<file path="config.mk">
export PLATFORM = sky130hd
export DESIGN_NAME = ball_counter
export DESIGN_NICKNAME = d
export VERILOG_FILES = /design/src/rtl/cricket_pkg.sv /design/src/rtl/ball_counter_rise_detect.sv /design/src/rtl/ball_counter.sv
export SDC_FILE = /design/constraint.sdc
export NUM_CORES = 1
export LEC_CHECK = 0
export ABC_AREA = 0
export CORE_AREA = 2 2 39 41
export CTS_CLUSTER_DIAMETER = 150
export DETAILED_ROUTE_END_ITERATION = 10
export DIE_AREA = 0 0 41 43
export GPL_TIMING_DRIVEN = 0
export PLACE_DENSITY = 0.69
export SETUP_SLACK_MARGIN = 0.3
export SYNTH_ARGS = -nofsm -noshare
export SYNTH_HDL_FRONTEND = slang
export SYNTH_HIERARCHICAL = 1
export SYNTH_SLANG_ARGS = --single-unit
</file>
<file path="constraint.sdc">
create_clock -name clk -period 1.9 [get_ports clk]
set_input_delay 0.38 -clock clk [delete_from_list [all_inputs] [get_ports clk]]
set_output_delay 0.38 -clock clk [all_outputs]
set_load 0.02 [all_outputs]
</file>
<file path="src/rtl/cricket_pkg.sv">
// Shared types and defaults for the cricket scoring datapath.
package cricket_pkg;

  localparam int DEFAULT_BALLS_PER_OVER = 6;
  localparam int DEFAULT_MAX_OVERS      = 20;

  typedef logic [2:0] ball_cnt_t;

endpackage : cricket_pkg

</file>
<file path="src/rtl/ball_counter_rise_detect.sv">
// Rising-edge detector: registers d and flags the cycle where d is high but was low.
module rise_detect (
  input  logic clk,
  input  logic reset,
  input  logic d,
  output logic pulse
);

  logic d_q;

  always_ff @(posedge clk) begin
    if (reset) d_q <= 1'b0;
    else       d_q <= d;
  end

  // Combinational on purpose so the counter reacts at the edge that first samples d high.
  assign pulse = d & ~d_q;

endmodule : rise_detect

</file>
<file path="src/rtl/ball_counter.sv">
// Counts legal deliveries from a ball_bowled level; tracks balls in the over and completed overs.
module ball_counter
  import cricket_pkg::*;
#(
  parameter int BALLS_PER_OVER = DEFAULT_BALLS_PER_OVER,
  parameter int MAX_OVERS      = DEFAULT_MAX_OVERS,
  parameter int OVER_W         = 6
) (
  input  logic              clk,
  input  logic              reset,
  input  logic              ball_bowled,
  output ball_cnt_t         count,
  output logic [OVER_W-1:0] overs,
  output logic              over_done,
  output logic              innings_done
);

  if (BALLS_PER_OVER < 2 || BALLS_PER_OVER > 7) begin : g_bad_balls
    $fatal(1, "ball_counter: BALLS_PER_OVER must be in 2..7");
  end
  if (MAX_OVERS < 1 || MAX_OVERS >= (2 ** OVER_W)) begin : g_bad_overs
    $fatal(1, "ball_counter: MAX_OVERS must be in 1..2**OVER_W-1");
  end

  localparam ball_cnt_t         LAST_BALL = ball_cnt_t'(BALLS_PER_OVER - 1);
  localparam logic [OVER_W-1:0] OVER_LIM  = OVER_W'(MAX_OVERS);

  logic ball_evt;

  rise_detect u_rise_detect (
    .clk   (clk),
    .reset (reset),
    .d     (ball_bowled),
    .pulse (ball_evt)
  );

  logic [OVER_W-1:0] overs_next;
  assign overs_next = overs + 1'b1;

  always_ff @(posedge clk) begin
    if (reset) begin
      count        <= '0;
      overs        <= '0;
      over_done    <= 1'b0;
      innings_done <= 1'b0;
    end else begin
      over_done <= 1'b0;
      // Once the innings is closed every delivery is ignored until reset.
      if (ball_evt && !innings_done) begin
        if (count < LAST_BALL) begin
          count <= count + 3'd1;
        end else begin
          count     <= '0;
          overs     <= overs_next;
          over_done <= 1'b1;
          if (overs_next == OVER_LIM) innings_done <= 1'b1;
        end
      end
    end
  end

endmodule : ball_counter

</file>
==> results.json <==
{
  "period_needed_ns": 1.55,
  "cts_sinks": 12,
  "hp-class": "reg -> reg",
  "r2r_slack_ns": 0.48,
  "clk_pin_slew_worst_paths_ns": 0.07,
  "pwr_density_cell_nw_per_um2": 624,
  "nets": 82,
  "critPathTopFamily": "buffers and inverters",
  "synth_edf_count": 0,
  "diodes": 0,
  "grt_max_degree": 11,
  "p_leak_uw": 0.000360,
  "relSlewSlack_pct": 54.0,
  "htree_levels": 1,
  "clockBufferDepth": 2,
  "gp_congestion": 0.756,
  "ir_drop_uv": 250,
  "hold_buffers": 0,
  "rsz0062_at_grt": "true",
  "slew_violations": 0,
  "rows": 14,
  "post-synth-top-area-cell": "dfxtp_1",
  "holdPathStages": 2,
  "synth_fp_nets": 64,
  "min_period_over_period_pct": 81.4,
  "crit_path_top_delay_cell": "clkdlybuf4s50_1",
  "netlist_instances": 58,
  "mostFrequentLayoutCells": "12 x dfxtp_1, 10 x dlygate4sd2_1, 7 x nor2_1, 6 x xnor2_1, 5 x nor3_1",
  "drt_iter0_markers": 3,
  "dr.pass1.iters": 2,
  "grt.overflow.total": 0,
  "path_max_fanout": 1,
  "pin_count": 14,
  "ys_ff_latch": 12,
  "drt_wl_total_um": 1100,
  "grt.total_usage_pct": 16.3,
  "syn_avg_cell_area_sq_um": 9.92,
  "synthFlopType": "dfxtp_1",
  "crit_type": "reg -> out",
  "antenna_found_initial": 0,
  "crit_buf_inv": 1,
  "layout_commonest_cell": "dfxtp_1",
  "wl_per_cell_um": 12.3,
  "finalWorstSetupSlack_ns": 0.354,
  "fin_tns_setup_ns": 0,
  "status": "completed",
  "cts_buffers": 3,
  "p_seq_share_pct": 56.2,
  "drive_gt1_share_pct": 12.2,
  "r2r_end": "overs[0]",
  "worst_slew_pin_slew_ns": 0.688,
  "worstPathRequired_ns": 1.52,
  "critical_path.startpoint_type": "flop",
  "p_comb_share_pct": 10.5,
  "dpl.hpwl_um": 797,
  "power.internal_uw": 349,
  "synthTopCellsByArea": "dfxtp_1 42%, xnor2_1 9.1%, ha_1 6.5%",
  "finClkSkew_ns": 0.00247,
  "synthToLayoutAreaGrowth_pct": 29.8,
  "syn_area_sq_um": 576,
  "ff2ff_path_depth": 4,
  "io_buffer_count": 13,
  "critPathMaxStageDelay_ns": 0.59,
  "async_flop_share_pct": 0,
  "path_cells": "clkdlybuf4s50_1",
  "hold_viol": 0,
  "p_sw_share_pct": 25.1,
  "start_util_pct": 41.6,
  "tritoncts": "yes",
  "fmax_ghz": 0.647,
  "cp-end-kind": "primary output",
  "coreArea_sq_um": 1380,
  "grt_pass1_vias": 444,
  "postRouteAntennaNets": 0,
  "num_vias": 455,
  "setup_violations": 0,
  "synth_top_area_share_pct": 41.7,
  "die_h_um": 43,
  "yosysSeqAreaShare_pct": 41.7,
  "clk_latency_ns": 0.27,
  "clockRootBuffer": "clkbuf_4",
  "cap_violations": 0,
  "post-place-ws_ns": 0.00654,
  "grt_pass1_wl_um": 1880,
  "synth_cell_types": 21,
  "switchingPower_uw": 117,
  "pwr-share-clk_pct": 33.3,
  "r2r_start": "count[0]",
  "design.die.area_sq_um": 1760,
  "via_per_inst": 5.06,
  "hp-start": "innings_done",
  "crit_arrival_ns": 1.17,
  "die_w_um": 41,
  "drcViolationCount": 0,
  "hold_path_end": "innings_done",
  "synth.yosys.warnings": 6
}
## worst max-delay path by stage
stage / startpoint / to / slack (ns) / cells after the start
after floorplan: count[0] / overs[4] / 0.63 / 4
after global placement: ball_bowled / overs[0] / 0.06 / 6
after detailed placement: ball_bowled / overs[0] / 0.007 / 6
after CTS: ball_bowled / overs[5] / 0.34 / 6
after global routing: ball_bowled / overs[4] / 0.28 / 6
final: over_done / over_done / 0.35 / 1
## timing repair
action                                  in CTS  in global routing
endpoints found under the setup margin      11                  2
resized for setup                           11                  1
pin swaps                                    0                  1
setup buffers                                0                  0
endpoints found under the hold margin        0                  0
## power groups by stage
stage | Sequential [uW] | Clock, uW | Combinational (uW)
3_5_place_dp | 268 | 0 | 50.6
3_3_place_gp | 268 | 0 | 48.6
2_1_floorplan | 273 | 0 | 24.8
5_1_grt | 263 | 171 | 53.5
6_report | 262 | 155 | 48.8
4_1_cts | 262 | 161 | 48.7
## layer usage
layer | vias to the layer above | global-route usage (%) | wire length, um
met3 | 4 | 4.71 | 49
met5 | - | 0 | 0
met1 | 212 | 18.2 | 487
met4 | 0 | 12.0 | 33
li1 | 227 | - | -
met2 | 12 | 24.7 | 533
## registers in the layout, summed over array words and instances, names as in the netlist
signal	flops
overs	6
count	3
innings_done	1
over_done	1
u_rise_detect/d_q	1
## cell usage after synthesis, types with 2 or more instances
cell type and number:
xnor2_1 6, dfxtp_1 12, nor2b_4 2, xor2_1 4, nor2_1 8, ha_1 3, nand2_1 4, nand3_1 2
nor3_1 5
## kinds of logic (layout without fill, tap and decap cells)
kind of cell | after synthesis | count (layout) | synth area share (%)
and+or+nand+nor | 27 | 27 | 30.7
AOI/OAI and AO/OA | 3 | 3 | 2.83
buffers and inverters | 2 | 18 | 1.30
xor gates and xnor gates | 10 | 10 | 15.2
muxes | 1 | 1 | 1.74
adders and majority gates | 3 | 3 | 6.52
DFF | 12 | 12 | 41.7
## final cells by class
| type | count | area [sq um] |
|---|---|---|
| fill | 140 | 637 |
| multi-input combinational | 44 | 339 |
| sequential | 12 | 240 |
| timing repair buffer | 13 | 118 |
| clock buffer | 3 | 22.5 |
| tap | 16 | 20.0 |
| buffer | 1 | 3.75 |
| inverter | 1 | 3.75 |
## through the flow
step	std cells	util [%]	hold WS, ns	area [sq um]	total power (uW)
3_5_place_dp	87	52.4	0.504	726	319
3_3_place_gp	87	52.4	0.487	726	317
2_1_floorplan	58	-	0.444	576	298
4_1_cts	90	53.3	0.510	738	472
5_1_grt	90	54.0	0.532	747	488
6_report	90	54.0	0.505	747	466
Power figures use the tool's default switching activity.
